===== src/rtl/uart_stream_bridge.sv =====
// UART <-> byte-stream bridge: ser_tx frames feed an RX FIFO, a TX FIFO feeds ser_rx frames.
// Define UART_BRIDGE_ERRCNT_EN to add the saturating err_count output.

module uart_bridge_fifo #(
    parameter int DEPTH = 16
) (
    input  logic       clk_i,
    input  logic       rst_ni,
    input  logic       push_i,
    input  logic [7:0] data_i,
    input  logic       pop_i,
    output logic [7:0] data_o,
    output logic       empty_o,
    output logic       full_o
);
    localparam int AW = $clog2(DEPTH);

    logic [7:0]  mem_q [DEPTH];
    logic [AW:0] wptr_q, rptr_q;
    logic        do_push, do_pop;

    // Extra pointer bit distinguishes full from empty without losing a slot.
    assign empty_o = (wptr_q == rptr_q);
    assign full_o  = (wptr_q[AW] != rptr_q[AW]) &&
                     (wptr_q[AW-1:0] == rptr_q[AW-1:0]);
    assign do_push = push_i & ~full_o;
    assign do_pop  = pop_i & ~empty_o;
    assign data_o  = mem_q[rptr_q[AW-1:0]];

    always_ff @(posedge clk_i) begin
        if (do_push) mem_q[wptr_q[AW-1:0]] <= data_i;
    end

    always_ff @(posedge clk_i or negedge rst_ni) begin
        if (!rst_ni) begin
            wptr_q <= '0;
            rptr_q <= '0;
        end else begin
            if (do_push) wptr_q <= wptr_q + 1'b1;
            if (do_pop)  rptr_q <= rptr_q + 1'b1;
        end
    end
endmodule

module uart_stream_bridge #(
    parameter int CLK_DIV  = 417,
    parameter int RX_DEPTH = 16,
    parameter int TX_DEPTH = 16
) (
    input  logic       clk_48mhz,
    input  logic       resetn,
    input  logic       ser_tx,
    output logic       ser_rx,
    output logic [7:0] out_data,
    output logic       out_valid,
    input  logic       out_ready,
    input  logic [7:0] in_data,
    input  logic       in_valid,
    output logic       in_ready
`ifdef UART_BRIDGE_ERRCNT_EN
    ,
    output logic [7:0] err_count
`endif
);
    localparam logic [15:0] DIV    = 16'(CLK_DIV);
    localparam logic [15:0] DIV_M1 = 16'(CLK_DIV - 1);
    localparam logic [15:0] HALF   = 16'(CLK_DIV / 2);

    localparam logic [2:0] RX_IDLE  = 3'd0;
    localparam logic [2:0] RX_START = 3'd1;
    localparam logic [2:0] RX_DATA  = 3'd2;
    localparam logic [2:0] RX_STOP  = 3'd3;
    localparam logic [2:0] RX_WAIT  = 3'd4;

    localparam logic [1:0] TX_IDLE  = 2'd0;
    localparam logic [1:0] TX_START = 2'd1;
    localparam logic [1:0] TX_DATA  = 2'd2;
    localparam logic [1:0] TX_STOP  = 2'd3;

    logic        sync1_q, sync2_q, rx_prev_q;
    logic [2:0]  rx_state_q, rx_state_d;
    logic [15:0] rx_cnt_q, rx_cnt_d;
    logic [2:0]  rx_bit_q, rx_bit_d;
    logic [7:0]  rx_shift_q, rx_shift_d;
    logic        rx_push, rx_tick;
    logic        rx_empty, rx_full;

    logic [1:0]  tx_state_q, tx_state_d;
    logic [15:0] tx_cnt_q, tx_cnt_d;
    logic [2:0]  tx_bit_q, tx_bit_d;
    logic [7:0]  tx_shift_q, tx_shift_d;
    logic        ser_rx_q, ser_rx_d;
    logic        tx_pop, tx_empty, tx_full;
    logic [7:0]  tx_head;
    logic        rdy_en_q;

    assign out_valid = ~rx_empty;
    assign in_ready  = rdy_en_q & ~tx_full;
    assign ser_rx    = ser_rx_q;

    uart_bridge_fifo #(.DEPTH(RX_DEPTH)) u_rx_fifo (
        .clk_i   (clk_48mhz),
        .rst_ni  (resetn),
        .push_i  (rx_push & ~rx_full),
        .data_i  (rx_shift_q),
        .pop_i   (out_valid & out_ready),
        .data_o  (out_data),
        .empty_o (rx_empty),
        .full_o  (rx_full)
    );

    uart_bridge_fifo #(.DEPTH(TX_DEPTH)) u_tx_fifo (
        .clk_i   (clk_48mhz),
        .rst_ni  (resetn),
        .push_i  (in_valid & in_ready),
        .data_i  (in_data),
        .pop_i   (tx_pop),
        .data_o  (tx_head),
        .empty_o (tx_empty),
        .full_o  (tx_full)
    );

    // Sampling on cnt==1 puts the start-bit sample mid-bit despite the IDLE detect cycle.
    assign rx_tick = (rx_cnt_q == 16'd1);

    always_comb begin
        rx_state_d = rx_state_q;
        rx_cnt_d   = rx_cnt_q;
        rx_bit_d   = rx_bit_q;
        rx_shift_d = rx_shift_q;
        rx_push    = 1'b0;
        case (rx_state_q)
            RX_IDLE: begin
                if (rx_prev_q && !sync2_q) begin
                    rx_state_d = RX_START;
                    rx_cnt_d   = HALF;
                end
            end
            RX_START: begin
                if (!rx_tick) begin
                    rx_cnt_d = rx_cnt_q - 16'd1;
                end else if (!sync2_q) begin
                    rx_state_d = RX_DATA;
                    rx_cnt_d   = DIV;
                    rx_bit_d   = 3'd0;
                end else begin
                    rx_state_d = RX_IDLE;
                end
            end
            RX_DATA: begin
                if (!rx_tick) begin
                    rx_cnt_d = rx_cnt_q - 16'd1;
                end else begin
                    rx_shift_d = {sync2_q, rx_shift_q[7:1]};
                    rx_cnt_d   = DIV;
                    rx_bit_d   = rx_bit_q + 3'd1;
                    if (rx_bit_q == 3'd7) rx_state_d = RX_STOP;
                end
            end
            RX_STOP: begin
                if (!rx_tick) begin
                    rx_cnt_d = rx_cnt_q - 16'd1;
                end else if (sync2_q) begin
                    rx_push    = 1'b1;
                    rx_state_d = RX_IDLE;
                end else begin
                    rx_state_d = RX_WAIT;
                end
            end
            RX_WAIT: begin
                if (sync2_q) rx_state_d = RX_IDLE;
            end
            default: rx_state_d = RX_IDLE;
        endcase
    end

    always_comb begin
        tx_state_d = tx_state_q;
        tx_cnt_d   = tx_cnt_q;
        tx_bit_d   = tx_bit_q;
        tx_shift_d = tx_shift_q;
        tx_pop     = 1'b0;
        case (tx_state_q)
            TX_IDLE: begin
                if (!tx_empty) begin
                    tx_pop     = 1'b1;
                    tx_shift_d = tx_head;
                    tx_state_d = TX_START;
                    tx_cnt_d   = DIV_M1;
                end
            end
            TX_START: begin
                if (tx_cnt_q != 16'd0) begin
                    tx_cnt_d = tx_cnt_q - 16'd1;
                end else begin
                    tx_state_d = TX_DATA;
                    tx_cnt_d   = DIV_M1;
                    tx_bit_d   = 3'd0;
                end
            end
            TX_DATA: begin
                if (tx_cnt_q != 16'd0) begin
                    tx_cnt_d = tx_cnt_q - 16'd1;
                end else begin
                    tx_shift_d = {1'b1, tx_shift_q[7:1]};
                    tx_cnt_d   = DIV_M1;
                    tx_bit_d   = tx_bit_q + 3'd1;
                    if (tx_bit_q == 3'd7) tx_state_d = TX_STOP;
                end
            end
            TX_STOP: begin
                if (tx_cnt_q != 16'd0) begin
                    tx_cnt_d = tx_cnt_q - 16'd1;
                end else if (!tx_empty) begin
                    tx_pop     = 1'b1;
                    tx_shift_d = tx_head;
                    tx_state_d = TX_START;
                    tx_cnt_d   = DIV_M1;
                end else begin
                    tx_state_d = TX_IDLE;
                end
            end
            default: tx_state_d = TX_IDLE;
        endcase
    end

    // Line level is registered from the current state, so it trails the FSM by one edge.
    always_comb begin
        ser_rx_d = 1'b1;
        case (tx_state_q)
            TX_START: ser_rx_d = 1'b0;
            TX_DATA:  ser_rx_d = tx_shift_q[0];
            default:  ser_rx_d = 1'b1;
        endcase
    end

    always_ff @(posedge clk_48mhz or negedge resetn) begin
        if (!resetn) begin
            sync1_q    <= 1'b1;
            sync2_q    <= 1'b1;
            rx_prev_q  <= 1'b1;
            rx_state_q <= RX_IDLE;
            rx_cnt_q   <= '0;
            rx_bit_q   <= '0;
            rx_shift_q <= '0;
            tx_state_q <= TX_IDLE;
            tx_cnt_q   <= '0;
            tx_bit_q   <= '0;
            tx_shift_q <= '0;
            ser_rx_q   <= 1'b1;
            rdy_en_q   <= 1'b0;
        end else begin
            sync1_q    <= ser_tx;
            sync2_q    <= sync1_q;
            rx_prev_q  <= sync2_q;
            rx_state_q <= rx_state_d;
            rx_cnt_q   <= rx_cnt_d;
            rx_bit_q   <= rx_bit_d;
            rx_shift_q <= rx_shift_d;
            tx_state_q <= tx_state_d;
            tx_cnt_q   <= tx_cnt_d;
            tx_bit_q   <= tx_bit_d;
            tx_shift_q <= tx_shift_d;
            ser_rx_q   <= ser_rx_d;
            rdy_en_q   <= 1'b1;
        end
    end

`ifdef UART_BRIDGE_ERRCNT_EN
    logic [7:0] err_q;
    logic       frame_err, overrun;

    assign frame_err = (rx_state_q == RX_STOP) && rx_tick && !sync2_q;
    assign overrun   = rx_push & rx_full;
    assign err_count = err_q;

    always_ff @(posedge clk_48mhz or negedge resetn) begin
        if (!resetn) begin
            err_q <= '0;
        end else if ((frame_err || overrun) && (err_q != 8'hFF)) begin
            err_q <= err_q + 8'd1;
        end
    end
`endif
endmodule


===== config.mk =====
export PLATFORM = sky130hd
export DESIGN_NAME = uart_stream_bridge
export DESIGN_NICKNAME = d
export VERILOG_FILES = /design/src/rtl/uart_stream_bridge.sv
export SDC_FILE = /design/constraint.sdc
export NUM_CORES = 1
export LEC_CHECK = 0
export ABC_CLOCK_PERIOD_IN_PS = 4300
export CAP_MARGIN = 10
export CORE_MARGIN = 1
export CORE_UTILIZATION = 62
export DETAILED_ROUTE_END_ITERATION = 10
export GPL_TIMING_DRIVEN = 0
export PLACE_DENSITY = 0.79
export SYNTH_ARGS = -nofsm -noshare
export SYNTH_HDL_FRONTEND = slang
export SYNTH_HIERARCHICAL = 1
export SYNTH_SLANG_ARGS = --single-unit
export TNS_END_PERCENT = 30

===== constraint.sdc =====
create_clock -name clk_48mhz -period 4.3 [get_ports clk_48mhz]
set_input_delay 1.29 -clock clk_48mhz [delete_from_list [all_inputs] [get_ports clk_48mhz]]
set_output_delay 1.29 -clock clk_48mhz [all_outputs]
set_load 0.02 [all_outputs]

==> qor.txt <==
R2r startpoint - rx_cnt_q[7]$_DFFE_PN0P_
Avg Cell Area, Syn - 16.3 sq um
DRT antenna net count - 0
Clock Skew - 0.0152 ns
Net count, final - 1,026
TritonCTS clock tree - yes
Most used flip-flop cell after synthesis - edfxtp_1
Initial antenna violation count - 0
Post-CTS Setup Bufs - 0
Placed cells - 1,267
Pin slew with the least headroom to its limit - 1.24 ns
Grt ovf - 0
Leak pwr - 5.77 nW
Synth warnings - 6
Final cycle utilization of the critical path - 93.8%
Hold path depth - 0
Post-synthesis register bit count - 340
CTS root buffer - clkbuf_16
Sum Neg Setup Slack - 0 ns
Clock latency on the worst-skew pair - 0.51 ns
Final Max Tran Viols - 0
Nature of the critical path startpoint - flop
Kind of end point of the critical path - output port
Final Hold Fails - 0
Via count - 8,365
Global-route wire length before repair - 46,300 microns
Worst vdd ir - 0.000413 V
Setup violators final - 0
Synth Net Count - 948
Arr. time, crit path - 2.74 ns
Die ar. - 24,600 sq um
Largest area contributor in the netlist - edfxtp_1
Gpl congestion - 0.824
CP Cell Sequence - buf_6 > buf_6 > mux4_1 > a22oi_1 > nand2_1 > clkdlybuf4s50_1
R2R cell count - 7
Core area - 23,500 sq um
Outcome - completed
Reg clk slew, reported paths - 0.06 ns
CP max FO - 10
CP max-delay cell - mux4_1
Filler Cells Inserted - 1,471
Mapped Cells - 913
Initial DRC Count - 598
First-pass detailed-route iteration total - 5
CTS Buffer Depth - 3
Layout cells sized above 1 - 18.9%
IO Port Bufs - 23
CTS Buf Count - 35
Average wire per standard cell - 22.0 microns
Most common cell on crit path - buf_6
All-Layer GR Usage - 25.3%
Final Non-Filler Cells - 1,337
Vias per cell - 6.26
Clk sinks - 340
Worst Hold Class - flop to flop
Crit Path Class - flop to output port
Critical Path Max Stage Delay - 0.60 ns
WHS Endpoint - sync2_q$_DFF_PN1_
Max-cap violations - 0
Final instance area - 16,800 sq um
Hpwl dp - 18,700 microns
CTS Hold Bufs - 0
Final min period - 4.03 ns
EDFF count, synth - 256
Most numerous cell in the Yosys netlist - edfxtp_1
Initial Util - 63.2%
Hold Crit Start - sync1_q$_DFF_PN1_
Worst Hold Slack - 0.358 ns
Largest net degree at the start of global routing - 61
Post-synth top area share - 51.8%
Top post-synthesis cells by count - 256 x edfxtp_1, 80 x dfrtp_1, 48 x nand2_1
CP top delay family - buffers and inverters
Distinct cells, synth - 75
Flop-to-flop setup slack - 0.47 ns
Unrepaired setup endpoints after global routing - false
Total I/O pin count - 24
PwrDens - 558 nW/um^2
Site row count - 56
Die Y - 157 microns
Synth top area cells - edfxtp_1 52%, dfrtp_1 13%, mux4_1 5.7%
Vias in the first global route - 8,487
Post-CTS Resized - 6
Chip width - 157 microns
Async S/R FF share, synth - 24.7%
R2R Path End - u_rx_fifo/mem_q[4][5]$_DFFE_PP_
Register area share after synthesis - 66.0%
Fmax - 248 MHz
Layout area overhead - 13.3%
Normalized max-slew margin - 16.5%
DRC - 0
WP data required - 3.01 ns
Placed instance area - 15,600 sq um
Final wirelength - 29,400 microns
Buf+Inv Stages, Crit Path - 3
H-tree levels - 2
Mapped Area - 14,800 sq um
Diode count - 0
-- cell families after synthesis --
logic type               count (synthesis)  synth area share (%)
multiplexers                            94                  12.9
AO/OA/AOI/OAI                          153                  7.36
other                                    1                0.0253
adder cells (fa/ha/maj)                 22                  1.85
buffers and inverters                   68                  2.87
XOR/XNOR                                25                  1.47
flip-flops                             340                  66.0
AND/OR/NAND/NOR                        210                  7.51
-- layout by cell type (no fill, tap or decap), types with 8 or more instances in the layout --
cell type | synthesis | final
mux2_2 | 19 | 19
o21ai_0 | 17 | 17
or4_1 | 12 | 12
clkdlybuf4s50_1 | 0 | 22
o211ai_1 | 9 | 9
mux4_1 | 32 | 32
buf_6 | 11 | 11
nand2_1 | 48 | 48
dfrtp_1 | 80 | 80
nand4_1 | 9 | 9
buf_2 | 9 | 14
o31ai_1 | 12 | 12
inv_1 | 22 | 22
clkinv_2 | 0 | 8
buf_4 | 5 | 15
nor3_1 | 32 | 23
clkbuf_16 | 0 | 36
nand2b_1 | 13 | 13
xnor2_1 | 23 | 23
nor3_2 | 0 | 9
a22oi_1 | 44 | 44
a21oi_1 | 21 | 21
edfxtp_1 | 256 | 256
clkbuf_1 | 13 | 21
mux4_2 | 32 | 32
ha_1 | 22 | 22
nor2_1 | 41 | 41
nor4_2 | 2 | 9
-- sequential cells by signal, indices dropped and copies added (netlist names) --
name / cells
u_rx_fifo/mem_q: 128
u_tx_fifo/rptr_q: 5
u_tx_fifo/wptr_q: 5
u_rx_fifo/wptr_q: 5
u_rx_fifo/rptr_q: 5
u_tx_fifo/mem_q: 128
rx_prev_q: 1
rx_cnt_q: 16
sync2_q: 1
tx_shift_q: 8
tx_state_q: 2
tx_bit_q: 3
ser_rx: 1
rx_shift_q: 8
rx_state_q: 3
tx_cnt_q: 16
sync1_q: 1
rdy_en_q: 1
rx_bit_q: 3
-- report_power, final --
part           leakage [nW]  internal, mW  switching [mW]
Sequential             3.22          3.83           0.246
Combinational          2.01          1.11            1.28
Clock                 0.548          1.72            1.21
-- per-layer routing --
layer  GRT usage, %  part of all wire, %  up-vias
met1           33.6                   41     4243
met5              0                    0        -
met4           9.10                  2.9        0
li1               -                    -     3816
met3           3.82                  4.7       57
met2           42.8                   51      249
-- worst reg2reg max path: cells and delay by family (launching register included) --
| family | cells | cell delay [ns] |
|---|---|---|
| AND/OR/NAND/NOR | 7 | 3.02 |
| flip-flops | 1 | 0.44 |
-- worst max-delay path by stage --
stage,start,end,slack (ns),depth (start not counted)
after floorplan,rx_cnt_q[8]$_DFFE_PN0P_,u_rx_fifo/mem_q[0][0]$_DFFE_PP_,0.56,7
after global placement,resetn,rx_shift_q[5]$_DFFE_PN0P_,-1.15,1
after detailed placement,rx_cnt_q[8]$_DFFE_PN0P_,u_rx_fifo/mem_q[4][4]$_DFFE_PP_,-0.25,7
after CTS,rx_cnt_q[9]$_DFFE_PN0P_,u_rx_fifo/mem_q[6][7]$_DFFE_PP_,0.16,7
after global routing,rx_cnt_q[7]$_DFFE_PN0P_,u_rx_fifo/mem_q[4][1]$_DFFE_PP_,0.13,7
final,u_rx_fifo/rptr_q[1]$_DFFE_PN0P_,out_data[5],0.27,6
-- final cells by class --
type / count / area [sq um] / share of cell area [%]
plain buffers: 46 / 343 / 2.04
well taps: 319 / 399 / 2.37
clock inverters: 20 / 185 / 1.10
flip-flops and latches: 340 / 9790 / 58.2
multi-input cells: 505 / 4710 / 28.0
inverters: 22 / 82.6 / 0.491
repair buffers: 41 / 370 / 2.20
clock buffers: 44 / 931 / 5.53
-- per-stage QoR --
| step | total power, mW | setup slack (ns) | utilization, % |
|---|---|---|---|
| after floorplan | 5.91 | 0.556 | - |
| after global placement | 6.41 | -1.15 | 65.9 |
| after detailed placement | 6.51 | -0.253 | 66.5 |
| after CTS | 9.45 | 0.165 | 71.4 |
| after global routing | 9.83 | 0.135 | 71.7 |
| final | 9.39 | 0.268 | 71.7 |
No activity file was read; power rests on OpenSTA's default activity.
